[src/rtl/cache_arb_pkg.sv]
// Shared types and defaults for the two-port cache arbiter.
// Latency: none (types only).
// Backpressure: not applicable.
package cache_arb_pkg;

    localparam int ADDR_W_DEF = 32;
    localparam int DATA_W_DEF = 32;

    typedef enum logic [1:0] {
        IDLE = 2'd0,
        WAIT = 2'd1,
        DONE = 2'd2
    } state_t;

    // Port 0 is the fetch side, port 1 the data side.
    typedef logic port_idx_t;

    function automatic logic [1:0] port_mask(input port_idx_t p);
        return p ? 2'b10 : 2'b01;
    endfunction

endpackage

[src/rtl/cache_arbiter_if.sv]
// Requester and cache-side signals of the cache arbiter; slave is the arbiter view.
// Latency: none (wiring only).
// Backpressure: cache_rdy from the cache; requesters hold until ack.
interface cache_arbiter_if
    import cache_arb_pkg::*;
#(
    parameter int ADDR_W = ADDR_W_DEF,
    parameter int DATA_W = DATA_W_DEF
);
    logic [1:0]        req_ren;
    logic [1:0]        req_wen;
    logic [ADDR_W-1:0] req_addr0;
    logic [ADDR_W-1:0] req_addr1;
    logic [DATA_W-1:0] req_din0;
    logic [DATA_W-1:0] req_din1;
    logic [1:0]        ack;
    logic [DATA_W-1:0] rdata;
    logic              err;
    logic              ren;
    logic              wen;
    logic [ADDR_W-1:0] addr;
    logic [DATA_W-1:0] din;
    logic [DATA_W-1:0] dout;
    logic              cache_rdy;

    modport slave (
        input  req_ren, req_wen, req_addr0, req_addr1, req_din0, req_din1, dout, cache_rdy,
        output ack, rdata, err, ren, wen, addr, din
    );

    modport master (
        output req_ren, req_wen, req_addr0, req_addr1, req_din0, req_din1, dout, cache_rdy,
        input  ack, rdata, err, ren, wen, addr, din
    );

endinterface

[src/rtl/arb_pick.sv]
// Combinational 2-way picker: the pointed port wins when both request.
// Latency: 0 cycles.
// Backpressure: none; vld low when nothing requests.
module arb_pick
    import cache_arb_pkg::*;
(
    input  logic [1:0] req,
    input  port_idx_t  ptr,
    output port_idx_t  idx,
    output logic       vld
);

    assign vld = |req;
    assign idx = req[ptr] ? ptr : ~ptr;

endmodule

[src/rtl/cache_arbiter.sv]
// Two-port cache arbiter with WAIT timeout; CACHE_ARB_RR_EN selects round-robin, else port 0 priority.
// Latency: sample, strobe, complete, then ack in DONE (3 cycles + DONE minimum).
// Backpressure: stalls in IDLE/WAIT while cache_rdy is low; requesters hold until ack.
module cache_arbiter
    import cache_arb_pkg::*;
#(
    parameter int ADDR_W  = ADDR_W_DEF,
    parameter int DATA_W  = DATA_W_DEF,
    parameter int TMO_CYC = 255
) (
    input  logic           clk,
    input  logic           rst,
    cache_arbiter_if.slave bus
);

    localparam logic [8:0] TMO_LAST = 9'(TMO_CYC - 1);

    state_t            state_q, state_d;
    logic [1:0]        ack_q, ack_d;
    logic [DATA_W-1:0] rdata_q, rdata_d;
    logic              err_q, err_d;
    logic              ren_q, ren_d;
    logic              wen_q, wen_d;
    logic [ADDR_W-1:0] addr_q, addr_d;
    logic [DATA_W-1:0] din_q, din_d;
    logic [8:0]        cnt_q, cnt_d;
    port_idx_t         gnt_q, gnt_d;
    logic [1:0]        req;
    port_idx_t         ptr;
    port_idx_t         pick_idx;
    logic              pick_vld;

    assign req = bus.req_ren | bus.req_wen;

    arb_pick u_pick (
        .req (req),
        .ptr (ptr),
        .idx (pick_idx),
        .vld (pick_vld)
    );

`ifdef CACHE_ARB_RR_EN
    port_idx_t ptr_q;

    always_ff @(posedge clk) begin
        if (rst) begin
            ptr_q <= 1'b0;
        end else if ((state_q == IDLE) && (state_d == WAIT)) begin
            ptr_q <= ~pick_idx;
        end
    end

    assign ptr = ptr_q;
`else
    assign ptr = 1'b0;
`endif

    always_comb begin
        state_d = state_q;
        ack_d   = 2'b00;
        rdata_d = rdata_q;
        err_d   = err_q;
        ren_d   = 1'b0;
        wen_d   = 1'b0;
        addr_d  = addr_q;
        din_d   = din_q;
        cnt_d   = cnt_q;
        gnt_d   = gnt_q;
        unique case (state_q)
            IDLE: begin
                // A live ack here is a timeout the requester has not yet dropped for.
                if (bus.cache_rdy && pick_vld && (ack_q == 2'b00)) begin
                    gnt_d   = pick_idx;
                    addr_d  = pick_idx ? bus.req_addr1 : bus.req_addr0;
                    din_d   = pick_idx ? bus.req_din1 : bus.req_din0;
                    wen_d   = bus.req_wen[pick_idx];
                    ren_d   = ~bus.req_wen[pick_idx];
                    cnt_d   = 9'd0;
                    state_d = WAIT;
                end
            end
            WAIT: begin
                // The strobe cycle is recognised by the registered ren/wen pulse.
                if (!(ren_q || wen_q) && bus.cache_rdy) begin
                    ack_d   = port_mask(gnt_q);
                    rdata_d = bus.dout;
                    state_d = DONE;
                end else if (cnt_q == TMO_LAST) begin
                    ack_d   = port_mask(gnt_q);
                    rdata_d = '0;
                    err_d   = 1'b1;
                    state_d = IDLE;
                end else begin
                    cnt_d = cnt_q + 9'd1;
                end
            end
            DONE: begin
                state_d = IDLE;
            end
            default: begin
                state_d = IDLE;
            end
        endcase
    end

    always_ff @(posedge clk) begin
        if (rst) begin
            state_q <= IDLE;
            ack_q   <= 2'b00;
            rdata_q <= '0;
            err_q   <= 1'b0;
            ren_q   <= 1'b0;
            wen_q   <= 1'b0;
            addr_q  <= '0;
            din_q   <= '0;
            cnt_q   <= 9'd0;
            gnt_q   <= 1'b0;
        end else begin
            state_q <= state_d;
            ack_q   <= ack_d;
            rdata_q <= rdata_d;
            err_q   <= err_d;
            ren_q   <= ren_d;
            wen_q   <= wen_d;
            addr_q  <= addr_d;
            din_q   <= din_d;
            cnt_q   <= cnt_d;
            gnt_q   <= gnt_d;
        end
    end

    assign bus.ack   = ack_q;
    assign bus.rdata = rdata_q;
    assign bus.err   = err_q;
    assign bus.ren   = ren_q;
    assign bus.wen   = wen_q;
    assign bus.addr  = addr_q;
    assign bus.din   = din_q;

endmodule

[src/flat_wrapper.sv]
// flat-port wrapper written by rule: the top's interface ports become plain ports
module cache_arbiter_flat import cache_arb_pkg::*;
#(
    parameter int ADDR_W  = ADDR_W_DEF,
    parameter int DATA_W  = DATA_W_DEF,
    parameter int TMO_CYC = 255
)
  (clk, rst, bus_req_ren, bus_req_wen, bus_req_addr0, bus_req_addr1, bus_req_din0, bus_req_din1, bus_dout, bus_cache_rdy, bus_ack, bus_rdata, bus_err, bus_ren, bus_wen, bus_addr, bus_din);
  cache_arbiter_if #(.ADDR_W(ADDR_W), .DATA_W(DATA_W)) bus_i ();
  input  logic clk;
  input  logic rst;
  input wire logic [$bits(bus_i.req_ren)-1:0] bus_req_ren;
  input wire logic [$bits(bus_i.req_wen)-1:0] bus_req_wen;
  input wire logic [$bits(bus_i.req_addr0)-1:0] bus_req_addr0;
  input wire logic [$bits(bus_i.req_addr1)-1:0] bus_req_addr1;
  input wire logic [$bits(bus_i.req_din0)-1:0] bus_req_din0;
  input wire logic [$bits(bus_i.req_din1)-1:0] bus_req_din1;
  input wire logic [$bits(bus_i.dout)-1:0] bus_dout;
  input wire logic [$bits(bus_i.cache_rdy)-1:0] bus_cache_rdy;
  output wire logic [$bits(bus_i.ack)-1:0] bus_ack;
  output wire logic [$bits(bus_i.rdata)-1:0] bus_rdata;
  output wire logic [$bits(bus_i.err)-1:0] bus_err;
  output wire logic [$bits(bus_i.ren)-1:0] bus_ren;
  output wire logic [$bits(bus_i.wen)-1:0] bus_wen;
  output wire logic [$bits(bus_i.addr)-1:0] bus_addr;
  output wire logic [$bits(bus_i.din)-1:0] bus_din;
  assign bus_i.req_ren = bus_req_ren;
  assign bus_i.req_wen = bus_req_wen;
  assign bus_i.req_addr0 = bus_req_addr0;
  assign bus_i.req_addr1 = bus_req_addr1;
  assign bus_i.req_din0 = bus_req_din0;
  assign bus_i.req_din1 = bus_req_din1;
  assign bus_i.dout = bus_dout;
  assign bus_i.cache_rdy = bus_cache_rdy;
  assign bus_ack = bus_i.ack;
  assign bus_rdata = bus_i.rdata;
  assign bus_err = bus_i.err;
  assign bus_ren = bus_i.ren;
  assign bus_wen = bus_i.wen;
  assign bus_addr = bus_i.addr;
  assign bus_din = bus_i.din;
  cache_arbiter #(.ADDR_W(ADDR_W), .DATA_W(DATA_W), .TMO_CYC(TMO_CYC)) u_core (.clk(clk), .rst(rst), .bus(bus_i));
endmodule
[config.mk]
export PLATFORM = sky130hd
export DESIGN_NAME = cache_arbiter_flat
export DESIGN_NICKNAME = d
export VERILOG_FILES = /design/src/rtl/cache_arb_pkg.sv /design/src/rtl/cache_arbiter_if.sv /design/src/rtl/arb_pick.sv /design/src/rtl/cache_arbiter.sv /design/src/flat_wrapper.sv
export SDC_FILE = /design/constraint.sdc
export NUM_CORES = 1
export LEC_CHECK = 0
export ABC_CLOCK_PERIOD_IN_PS = 4200
export CAP_MARGIN = 30
export CORE_AREA = 2 2 141 88
export CTS_BUF_LIST = sky130_fd_sc_hd__clkbuf_16
export CTS_CLUSTER_SIZE = 28
export DETAILED_ROUTE_END_ITERATION = 7
export DIE_AREA = 0 0 143 90
export PLACE_DENSITY = 0.9
export SLEW_MARGIN = 20
export SYNTH_ARGS = -nofsm -noshare
export SYNTH_HDL_FRONTEND = slang
export SYNTH_HIERARCHICAL = 1
export SYNTH_SLANG_ARGS = --single-unit
[constraint.sdc]
create_clock -name clk -period 4.2 [get_ports clk]
set_input_delay 0.84 -clock clk [delete_from_list [all_inputs] [get_ports clk]]
set_output_delay 0.84 -clock clk [all_outputs]
set_load 0.01 [all_outputs]
### Word-level counts from Yosys, hierarchy flattened

Index checks and enable logic that the tools add are counted.

| operators by class | value |
|---|---|
| add/sub/neg operators | 1 |
| magnitude comparators | 1 |
| equal/unequal tests | 6 |
| multiplexer cells | 18 |
| bitwise logic cells | 6 |
| reduce and logical (&&, ||, !) cells | 17 |

Operators with widths:

| operator | count |
|---|---|
| 32-bit two-way mux | 4 |
| 9-bit two-way mux | 3 |
| 9-bit case mux with 2 select lines | 1 |
| 2-bit two-way mux | 6 |
| 9-bit by 1-bit adder with 9-bit output, second input constant | 1 |
| 9-bit by 8-bit == test with 1-bit output, second input constant | 1 |
| 2-bit AND reduction | 3 |
| 1-bit inverter | 5 |
| 2-bit logical NOT | 2 |
| 2-bit != test, second input constant | 2 |
| 2-bit case mux with 2 select lines | 1 |
| 4-bit AND reduction | 1 |
| 2-bit nonzero test | 2 |
| 2-bit OR reduction | 2 |
| 1-bit logical AND | 3 |
| 1-bit two-way mux | 3 |
| 3-bit by 1-bit != test with 1-bit output, second input constant | 1 |
| 3-bit AND reduction | 1 |
| 3-bit OR reduction | 1 |
| 2-bit by 1-bit == test with 1-bit output, second input constant | 1 |
| 1-bit by 2-bit < comparator with 1-bit output, second input constant | 1 |
| 2-bit by 1-bit != test with 1-bit output, second input constant | 1 |
| 2-bit bitwise OR | 1 |
| 1-bit logical NOT | 1 |
| 1-bit logical OR | 1 |

| storage, ports and cells | value |
|---|---|
| register bits after elaboration | 113 |
| input bits | 167 |
| output and inout port bits | 101 |
| word-level logic and storage cells | 59 |

### Logic depth before layout (Yosys ltp)

Gate-level depths: netlist of the first run.

| logic depth | value |
|---|---|
| depth after elaboration | 6 |
| mapped depth | 8 |

### By module

Netlist of the first run, hierarchy kept.

Modules (own cells, without submodules):

| module | instances | cells an instance | area an instance (µm²) | seq. area each (µm²) |
|---|---|---|---|---|
| cache_arbiter | 1 | 521 | 4778.3 | 2262.2 |
| arb_pick | 1 | 3 | 20.0 | 0.0 |

### Worst setup path before layout of the first run

OpenSTA, ideal clock, no wires.

| path | value |
|---|---|
| path kind | in2reg |
| from | input bus_req_wen[0] |
| to | register u_core.addr_q[0], in the netlist u_core/bus.addr[0] |
| arrival time | 2.141 ns |
| path slack | 1.921 ns |
| cell stages on the path | 7 |
| path buffers | 3 |
| cells stage by stage | or2_2 mux2i_1 clkbuf_1 buf_2 buf_2 mux2i_1 a211oi_1 |

| on the way | value |
|---|---|
| cells in the longest elaborated chain, start to end | 5 |

Ends and longest elaborated chain:

| what | RTL line | text |
|---|---|---|
| start: declaration | flat_wrapper.sv:13 | `input wire logic [$bits(bus_i.req_wen)-1:0] bus_req_wen;` |
| 2-bit bitwise OR (*) | cache_arbiter.sv:33 | `assign req = bus.req_ren \| bus.req_wen;` |
| 2-bit OR reduction | arb_pick.sv:13 | `assign vld = \|req;` |
| 1-bit logical AND (2 in a row) | cache_arbiter.sv:72 | `if (bus.cache_rdy && pick_vld && (ack_q == 2'b00)) begin` |
| 2-bit AND reduction (no source line) | -- |  |
| end signal: assignment | cache_arbiter.sv:125 | `addr_q <= addr_d;` |
| end: declaration | cache_arbiter.sv:24 | `logic [ADDR_W-1:0] addr_q, addr_d;` |

Every way passes the cells marked *; elsewhere a longest branch is shown, timed or not.
A chain may end at the register's enable or synchronous reset.

### Final worst setup path of the first run

| path | value |
|---|---|
| from | input bus_req_wen[0] |
| to | register u_core.addr_q[2], in the netlist u_core/bus.addr[2] |

| on the way | value |
|---|---|
| cells in the longest elaborated chain, start to end | 5 |

Ends and longest elaborated chain:

| what | RTL line | text |
|---|---|---|
| 2-bit bitwise OR | cache_arbiter.sv:33 |  |
| net u_core.req[0] | cache_arbiter.sv:28 | `logic [1:0] req;` |
| 2-bit OR reduction | arb_pick.sv:13 |  |
| net u_core.pick_vld | cache_arbiter.sv:31 | `logic pick_vld;` |
| 1-bit logical AND (2 in a row) | cache_arbiter.sv:72 |  |
| 2-bit AND reduction (no source line) | -- |  |

The timed path passes the listed nets, and every way through them passes these cells.

==> flow_summary.json, run 1 <==
{
  "status": "completed",
  "synth_edf_count": 0,
  "worst-path-buf-inv": 2,
  "clock_sinks": 113,
  "sw_frac_of_total": 0.257,
  "globalplace.congestion": 0.819,
  "power_density_nw_per_um2": 397,
  "htreeDepth": 4,
  "final_util": 0.700,
  "p_clk_frac": 0.417,
  "syn_avg_cell_area_um2": 9.16,
  "synth-seq-area-share": 0.471,
  "rows": 31,
  "synth-adder-area-share": 0.00522,
  "synthesis.area_um2": 4800,
  "max_freq_mhz": 362,
  "switchingPower_w": 0.000837,
  "vias_per_cell": 5.15,
  "cts_buffers": 17,
  "io_buffers": 267,
  "drv_cap": 0,
  "synth-async-reset-ratio": 0,
  "area_growth_pct": 70.4,
  "antenna_found_initial": 0,
  "wl_mm": 15.1,
  "crit_chain": "clkdlybuf4s50_1, or2_2, or2_1, nand4bb_4, nor2_4, buf_12, nor2_1, a211oi_1",
  "min-delay-path-class": "reg -> reg",
  "crit_arrival_ns": 3.06,
  "syn_inst": 524,
  "worst_pin_slew_ns": 0.799,
  "grt_max_degree": 105,
  "vias": 4897,
  "synth_mux_area_frac": 0.140,
  "clkLatencyLatePin_ns": 0.39,
  "cp.depth": 8,
  "synthSimpleGateAreaFrac": 0.137,
  "fp.dieW_um": 143,
  "cts_setup_buffers": 0,
  "fp.coreArea_um2": 11700,
  "hold_buffers": 0,
  "synthXorXnorAreaFrac": 0,
  "crit_fanout": 51,
  "fp.dieArea_um2": 12900,
  "cts_max_path_buffers": 2,
  "start_kind": "input port",
  "yosysWarnings": 6,
  "path_clk_slew_ns": 0.05,
  "place_hpwl_mm": 11.1,
  "grt_pass1_wl_mm": 23.3,
  "synth_ff_type": "dfxtp_1",
  "synth_top_family_by_area": "compound AO/OA/AOI/OAI gates",
  "antennaDiodeCount": 0,
  "p_leak_nw": 3.06,
  "max_stage_delay_ns": 0.64,
  "pwr-share-comb": 0.212,
  "crit_family": "simple AND/OR/NAND/NOR gates",
  "grt_pass1_vias": 4907,
  "whs_path_depth": 1,
  "drive_gt1_frac": 0.0687,
  "ys_ff_latch": 113,
  "crit_path_top_delay_cell": "nor2_4",
  "layout_common_cells": "266 x clkdlybuf4s50_1, 113 x dfxtp_1, 68 x nor2_1",
  "cts_tree": "done",
  "fillers": 864,
  "worst_slack_ns": 1.44,
  "clock-skew-final_ns": 0.00799,
  "finalHoldViolCount": 0,
  "reg2reg_depth": 5,
  "synth_nets": 693,
  "rsz0062_at_grt": "no",
  "grt_overflow_total": 0,
  "grt_use_total": 0.227,
  "drcViolationCount": 0,
  "cts_resized": 0,
  "min_period_over_period": 0.658,
  "die_y_um": 90,
  "ant_nets": 0,
  "irDropWorstVdd_mv": 0.282,
  "start_util": 0.411,
  "place_ws_ns": 1.06,
  "slew-limit-headroom": 0.466,
  "intPower_w": 0.00241,
  "crit_path_end_kind": "flip-flop",
  "slew_violations": 0,
  "dr.pass1.iters": 4,
  "root_buffer": "clkbuf_16",
  "nets": 942,
  "drt_iter0_drc": 156,
  "finalCriticalPeriod_ns": 2.76,
  "critPathKind": "in -> reg",
  "io_pins": 268,
  "pwr-share-seq": 0.371,
  "synth_compound_area_frac": 0.199,
  "synth_cell_types": 42,
  "setup_viol": 0,
  "crit_required_ns": 4.49,
  "layout_commonest_cell": "clkdlybuf4s50_1",
  "wire_per_inst_um": 15.8,
  "tns_ns": 0
}
-- Yosys cell counts, types with 2 or more instances --
| library cell | number | area share |
|---|---|---|
| or4_1 | 5 | 0.0078 |
| mux2i_1 | 66 | 0.14 |
| clkbuf_1 | 29 | 0.023 |
| nand4_1 | 2 | 0.0026 |
| buf_2 | 15 | 0.016 |
| nand2_1 | 35 | 0.027 |
| o41ai_1 | 2 | 0.0037 |
| inv_1 | 4 | 0.0031 |
| ha_1 | 2 | 0.0052 |
| or2_2 | 3 | 0.0039 |
| o31ai_1 | 4 | 0.0063 |
| and3_1 | 5 | 0.0065 |
| dfxtp_1 | 113 | 0.47 |
| a211oi_1 | 64 | 0.10 |
| a21oi_1 | 41 | 0.043 |
| nor3_1 | 3 | 0.0031 |
| buf_6 | 2 | 0.0047 |
| nor2_1 | 69 | 0.054 |
| nand3_1 | 4 | 0.0042 |
| o21ai_0 | 34 | 0.035 |
-- worst register-to-register path: stages, from the launching register on --
cell and delay [ns]:
dfxtp_1 0.35, nand4bb_4 0.26, nor2_4 0.64, buf_12 0.31, nor2_1 0.10, a211oi_1 0.24
-- metal layers --
metal / global-route usage / wire length (um) / part of all wire
met2: 0.401 / 7560 / 0.50
met1: 0.252 / 6070 / 0.40
met3: 0.0810 / 1250 / 0.083
met5: 0 / 0 / 0
met4: 0.0759 / 182 / 0.012
-- state kept, by name, indices dropped and copies added (netlist names) --
| name | cells |
|---|---|
| u_core/bus.din | 32 |
| u_core/bus.err | 1 |
| u_core/cnt_q | 9 |
| u_core/bus.wen | 1 |
| u_core/bus.ren | 1 |
| u_core/bus.ack | 2 |
| u_core/bus.addr | 32 |
| u_core/bus.rdata | 32 |
| u_core/gnt_q | 1 |
| u_core/state_q | 2 |
-- path summary, 6_finish.rpt --
kind / startpoint / end / slack [ns]
max: bus_req_wen[0] / u_core/bus.addr[2] / 1.44
min reg2reg: u_core/gnt_q / u_core/bus.ack[0] / 0.46
min: u_core/gnt_q / u_core/bus.ack[0] / 0.46
max reg2reg: u_core/state_q[0] / u_core/bus.addr[2] / 2.21
-- kinds of logic after synthesis --
logic type,count (synthesis)
buffers and inverters,50
other,1
adders and majority gates,2
DFF,113
AOI/OAI and AO/OA,151
muxes,67
and+or+nand+nor,140
-- cell type report --
class / count / area [um2] / share of cell area
inverters: 4 / 15.0 / 0.00184
clock buffers: 17 / 425 / 0.0520
repair buffers: 276 / 2780 / 0.340
well taps: 165 / 206 / 0.0252
flip-flops and latches: 113 / 2260 / 0.277
multi-input cells: 361 / 2340 / 0.286
clock inverters: 15 / 145 / 0.0177
-- through the flow --
| stage | area (um2) | total power [W] | std cells | hold WS [ns] |
|---|---|---|---|---|
| CTS | 8150 | 0.00328 | 950 | 0.460 |
| global placement | 7580 | 0.00188 | 918 | 0.421 |
| detailed placement | 7580 | 0.00191 | 918 | 0.448 |
| global route | 8180 | 0.00340 | 951 | 0.490 |
| floorplan | 4800 | 0.00152 | 524 | 0.416 |
| finish | 8180 | 0.00325 | 951 | 0.458 |
-- power by group through the flow --
stage                     Sequential [W]  Clock [W]  Combinational (W)
after detailed placement         0.00123          0           0.000682
after CTS                        0.00121    0.00139           0.000686
final                            0.00121    0.00136           0.000687
after floorplan                  0.00126          0           0.000262
after global routing             0.00122    0.00145           0.000737
after global placement           0.00122          0           0.000662
(Power assumes the default switching activity.)
==> run 2: changes to the inputs <==
--- a/config.mk
+++ b/config.mk
@@ -5,14 +5,14 @@
 export SDC_FILE = /design/constraint.sdc
 export NUM_CORES = 1
 export LEC_CHECK = 0
-export ABC_CLOCK_PERIOD_IN_PS = 4200
+export ABC_CLOCK_PERIOD_IN_PS = 2700
 export CAP_MARGIN = 30
-export CORE_AREA = 2 2 141 88
+export CORE_AREA = 2 2 147 91
 export CTS_BUF_LIST = sky130_fd_sc_hd__clkbuf_16
 export CTS_CLUSTER_SIZE = 28
 export DETAILED_ROUTE_END_ITERATION = 7
-export DIE_AREA = 0 0 143 90
-export PLACE_DENSITY = 0.9
+export DIE_AREA = 0 0 149 93
+export PLACE_DENSITY = 0.84
 export SLEW_MARGIN = 20
 export SYNTH_ARGS = -nofsm -noshare
 export SYNTH_HDL_FRONTEND = slang
==> constraint.sdc (replaced) <==
create_clock -name clk -period 2.7 [get_ports clk]
set_input_delay 0.54 -clock clk [delete_from_list [all_inputs] [get_ports clk]]
set_output_delay 0.54 -clock clk [all_outputs]
set_load 0.01 [all_outputs]
==> run 2 against run 1 <==
  * Global-route usage is 1.5 points lower
  * Setup slack lost 0.91 ns
  * Highest routed layer unchanged
  * Sequential power up 55%
  * First-iteration DRC count is 17% higher
  * Largest power group unchanged
==> flow_summary.json, run 2 (synthesis gave the netlist of run 1 again) <==
{
  "status": "completed",
  "min_period_over_period": 0.804,
  "root_buffer": "clkbuf_16",
  "fp.coreArea_um2": 12600,
  "area_growth_pct": 73.2,
  "layout_commonest_cell": "clkdlybuf4s50_1",
  "irDropWorstVdd_mv": 0.461,
  "postPlaceCellArea_um2": 7670,
  "intPower_w": 0.00405,
  "fp.dieArea_um2": 13900,
  "finalHoldViolCount": 0,
  "tns_ns": 0,
  "ant_nets": 0,
  "pwr-share-comb": 0.202,
  "crit_arrival_ns": 2.49,
  "r2r-end": "u_core/bus.rdata[18]",
  "die_y_um": 93,
  "path_clk_slew_ns": 0.05,
  "antennaDiodeCount": 0,
  "start_kind": "input port",
  "layout_common_cells": "266 x clkdlybuf4s50_1, 113 x dfxtp_1, 68 x nor2_1",
  "fin_area_um2": 8310,
  "fillers": 972,
  "crit_fanout": 16,
  "drv_cap": 0,
  "critPathCapture": "u_core/cnt_q[6]",
  "drive_gt1_frac": 0.0699,
  "grt_pass1_vias": 4621,
  "crit_path_end_kind": "flip-flop",
  "crit_required_ns": 3.02,
  "htreeDepth": 4,
  "switchingPower_w": 0.00132,
  "rows": 32,
  "wl_mm": 15.3,
  "cts_max_path_buffers": 2,
  "worst_pin_slew_ns": 0.632,
  "ff2ff_setup_slack_ns": 0.70,
  "cts_resized": 0,
  "p_leak_nw": 3.12,
  "vias": 4870,
  "crit_start": "bus_req_wen[0]",
  "wire_per_inst_um": 16.0,
  "rsz0062_at_grt": "no",
  "vias_per_cell": 5.09,
  "finalPower_w": 0.00538,
  "pwr-share-seq": 0.349,
  "cts_buffers": 17,
  "r2r_start": "u_core/cnt_q[0]",
  "start_util": 0.382,
  "cts_setup_buffers": 0,
  "place_hpwl_mm": 11.4,
  "io_buffers": 267,
  "hold_slack_ns": 0.473,
  "grt_overflow_total": 0,
  "io_pins": 268,
  "slew-limit-headroom": 0.578,
  "cts_tree": "done",
  "power_density_nw_per_um2": 647,
  "critPathKind": "in -> reg",
  "antenna_found_initial": 0,
  "p_clk_frac": 0.449,
  "max_freq_mhz": 461,
  "clkLatencyLatePin_ns": 0.40,
  "clock-skew-final_ns": 0.0109,
  "finalCriticalPeriod_ns": 2.17,
  "reg2reg_depth": 7,
  "nets": 943,
  "grt_pass1_wl_mm": 23.1,
  "fp.dieW_um": 149,
  "min-delay-path-class": "reg -> reg",
  "hold_buffers": 0,
  "globalplace.congestion": 0.790,
  "clock_sinks": 113,
  "slew_violations": 0,
  "grt_use_total": 0.212,
  "sw_frac_of_total": 0.246,
  "grt_max_degree": 58,
  "dr.pass1.iters": 6,
  "setup_viol": 0,
  "drcViolationCount": 0,
  "drt_iter0_drc": 182
}
## run 2: routing by layer
metal  GRT usage  part of all wire  wire (um)  vias up
li1            -                 -          -     2396
met1       0.247              0.41       6290     2243
met2       0.364              0.49       7440      217
met3      0.0829             0.092       1420       14
met4      0.0627             0.013        195        0
met5           0                 0          0        -
## run 2: through the flow
step | worst slack (ns) | util | std cells
6_report | 0.530 | 0.661 | 957
5_1_grt | 0.444 | 0.661 | 957
4_1_cts | 0.548 | 0.661 | 957
3_5_place_dp | 0.127 | 0.610 | 925
3_3_place_gp | 0.141 | 0.609 | 924
2_1_floorplan | 0.721 | - | 524
## run 2: critical path: stages
cell,delay (ns)
clkdlybuf4s50_1,0.49
or2_2,0.14
or2_1,0.14
nand4bb_4,0.17
o22a_4,0.32
or4_1,0.53
a21oi_1,0.15
## run 2: how the worst min path moves through the flow
stage / start / endpoint / slack, ns / cells after the start
finish: u_core/bus.rdata[21] / u_core/bus.rdata[21] / 0.47 / 2
global route: u_core/gnt_q / u_core/bus.ack[0] / 0.50 / 1
CTS: u_core/gnt_q / u_core/bus.ack[0] / 0.46 / 1
global placement: u_core/gnt_q / u_core/bus.ack[0] / 0.42 / 1
floorplan: u_core/gnt_q / u_core/bus.ack[0] / 0.42 / 1
detailed placement: u_core/gnt_q / u_core/bus.ack[0] / 0.46 / 1
## run 2: power by group through the flow
stage	Clock (W)	Sequential (W)	Combinational (W)
global placement	0	0.00190	0.00105
detailed placement	0	0.00191	0.00109
CTS	0.00245	0.00187	0.00109
global route	0.00254	0.00189	0.00117
finish	0.00241	0.00188	0.00109
floorplan	0	0.00196	0.000408
## run 2: area by class of cell
class	count	area, um2	share of cell area
inverter	4	15.0	0.00181
multi-input combinational	361	2340	0.282
sequential	113	2260	0.272
tap	170	213	0.0256
clock inverter	15	216	0.0260
timing repair buffer	277	2840	0.342
clock buffer	17	425	0.0512
==> run 3: changes to the inputs <==
--- a/config.mk
+++ b/config.mk
@@ -5,14 +5,14 @@
 export SDC_FILE = /design/constraint.sdc
 export NUM_CORES = 1
 export LEC_CHECK = 0
-export ABC_CLOCK_PERIOD_IN_PS = 2700
+export ABC_CLOCK_PERIOD_IN_PS = 1900
 export CAP_MARGIN = 30
-export CORE_AREA = 2 2 147 91
+export CORE_AREA = 2 2 155 96
 export CTS_BUF_LIST = sky130_fd_sc_hd__clkbuf_16
 export CTS_CLUSTER_SIZE = 28
 export DETAILED_ROUTE_END_ITERATION = 7
-export DIE_AREA = 0 0 149 93
-export PLACE_DENSITY = 0.84
+export DIE_AREA = 0 0 157 98
+export PLACE_DENSITY = 0.8
 export SLEW_MARGIN = 20
 export SYNTH_ARGS = -nofsm -noshare
 export SYNTH_HDL_FRONTEND = slang
==> constraint.sdc (replaced) <==
create_clock -name clk -period 1.9 [get_ports clk]
set_input_delay 0.38 -clock clk [delete_from_list [all_inputs] [get_ports clk]]
set_output_delay 0.38 -clock clk [all_outputs]
set_load 0.01 [all_outputs]
==> run 3 against run 2 <==
  * Total power rose by 37%
  * Die area is 11% higher
  * Setup slack worse by 0.50 ns
  * Global-route usage fell by 2.9 points
  * Utilization shrank 3.5 points
  * Hold slack got worse by 0.10 ns
  * Highest routed layer unchanged
==> flow_summary.json, run 3 (synthesis gave the netlist of run 1 again) <==
{
  "status": "completed",
  "nets": 968,
  "fillers": 1159,
  "place_hpwl_mm": 10.6,
  "min_period_over_period": 0.987,
  "grt_pass1_wl_mm": 22.3,
  "grt_max_degree": 52,
  "antenna_found_initial": 0,
  "setup_viol": 0,
  "crit_fanout": 7,
  "grt.met1_usage": 0.223,
  "met2_usage": 0.296,
  "finalPower_w": 0.00737,
  "finalHoldViolCount": 0,
  "cts_max_path_buffers": 2,
  "layout_commonest_cell": "clkdlybuf4s50_1",
  "root_buffer": "clkbuf_16",
  "crit_start": "bus_req_ren[1]",
  "p_leak_nw": 3.33,
  "start_util": 0.341,
  "htreeDepth": 4,
  "max_freq_mhz": 533,
  "rows": 34,
  "critPathKind": "in -> reg",
  "power_density_nw_per_um2": 835,
  "min-delay-start": "bus_req_wen[0]",
  "crit_path_end_kind": "flip-flop",
  "r2r_start": "u_core/cnt_q[0]",
  "wire_per_inst_um": 15.6,
  "dr.pass1.iters": 4,
  "gr-usage-met3": 0.0808,
  "drt_iter0_drc": 216,
  "wl_mm": 15.8,
  "die_y_um": 98,
  "crit_required_ns": 2.20,
  "start_kind": "input port",
  "vias_per_cell": 4.89,
  "drv_cap": 0,
  "drive_gt1_frac": 0.146,
  "globalplace.congestion": 0.780,
  "io_pins": 268,
  "io_buffers": 267,
  "top_usage_layer": "met2",
  "finalCriticalPeriod_ns": 1.87,
  "fp.coreArea_um2": 14100,
  "clock-skew-final_ns": 0.00932,
  "clock_sinks": 113,
  "path_clk_slew_ns": 0.05,
  "irDropWorstVdd_mv": 0.523,
  "tns_ns": 0,
  "grt_overflow_total": 0,
  "crit_arrival_ns": 2.17,
  "min-delay-path-class": "in -> reg",
  "ant_nets": 0,
  "cts_tree": "done",
  "layout_common_cells": "263 x clkdlybuf4s50_1, 113 x dfxtp_1, 68 x nor2_1",
  "slew_violations": 0,
  "antennaDiodeCount": 0,
  "fp.dieArea_um2": 15400,
  "hold_buffers": 0,
  "worst_slack_ns": 0.0253,
  "area_growth_pct": 83.9,
  "place_ws_ns": -0.461,
  "grt_pass1_vias": 4524,
  "grt_use_total": 0.183,
  "vias": 4925,
  "drcViolationCount": 0,
  "fp.dieW_um": 157,
  "clkLatencyLatePin_ns": 0.39,
  "cts_buffers": 17
}
run 3: cell types whose count changed in the layout (fill, tap and decap cells not counted), sizes merged:
cell	delta
bufinv	-3
clkbuf	+3
dlymetal6s2s	+3
buf	+22
clkinvlp	-2
inv	+2
clkdlybuf4s50	-3
run 3: cell type report:
type | count | area, um2 | share of cell area
timing repair buffer | 302 | 3190 | 0.361
inverter | 4 | 15.0 | 0.00170
multi-input combinational | 361 | 2580 | 0.293
sequential | 113 | 2260 | 0.256
clock buffer | 17 | 425 | 0.0482
tap | 198 | 248 | 0.0281
clock inverter | 12 | 104 | 0.0118
run 3: path summary, 6_finish.rpt:
| check | cells after the start | slack, ns | endpoint |
|---|---|---|---|
| worst max register to register | 6 | 0.12 | u_core/cnt_q[8] |
| worst min-delay path | 3 | 0.37 | u_core/bus.wen |
| worst max-delay path | 10 | 0.03 | u_core/bus.din[2] |
| worst min register to register | 1 | 0.44 | u_core/bus.ack[0] |
run 3: where the power goes:
group	internal, W	total (W)	switching (W)
Sequential	0.00256	0.00266	0.0000983
Combinational	0.00105	0.00183	0.000784
Clock	0.00186	0.00288	0.00102
run 3: worst max-delay path, stage by stage:
cell and delay [ns]:
clkdlybuf4s50_1 0.39, or2_4 0.23, or2_4 0.24, nand4bb_4 0.11
buf_6 0.12, nor2_4 0.04, buf_12 0.13, buf_12 0.14
clkbuf_16 0.16, a211oi_4 0.24
run 3: stage by stage:
| stage | cell area [um2] | util | std cells | hold WS (ns) |
|---|---|---|---|---|
| finish | 8820 | 0.627 | 1007 | 0.370 |
| global route | 8820 | 0.627 | 1007 | 0.403 |
| CTS | 8390 | 0.596 | 995 | 0.379 |
| detailed placement | 7860 | 0.558 | 966 | 0.441 |
| global placement | 7860 | 0.558 | 966 | 0.432 |
| floorplan | 4800 | - | 524 | 0.416 |
run 3: repair_timing:
action,4_1_cts,5_1_grt
setup buffers,0,6
gates cloned,0,6
endpoints found under the hold margin,0,0
gates resized for setup,1,55
pin swaps,0,6
setup endpoints to repair,3,56
run 3: routing by layer:
metal / vias to the layer above / share of wire / wire, um
met4: 0 / 0.0079 / 125
li1: 2433 / - / -
met2: 171 / 0.45 / 7050
met3: 10 / 0.087 / 1380
met5: - / 0 / 0
met1: 2311 / 0.46 / 7200
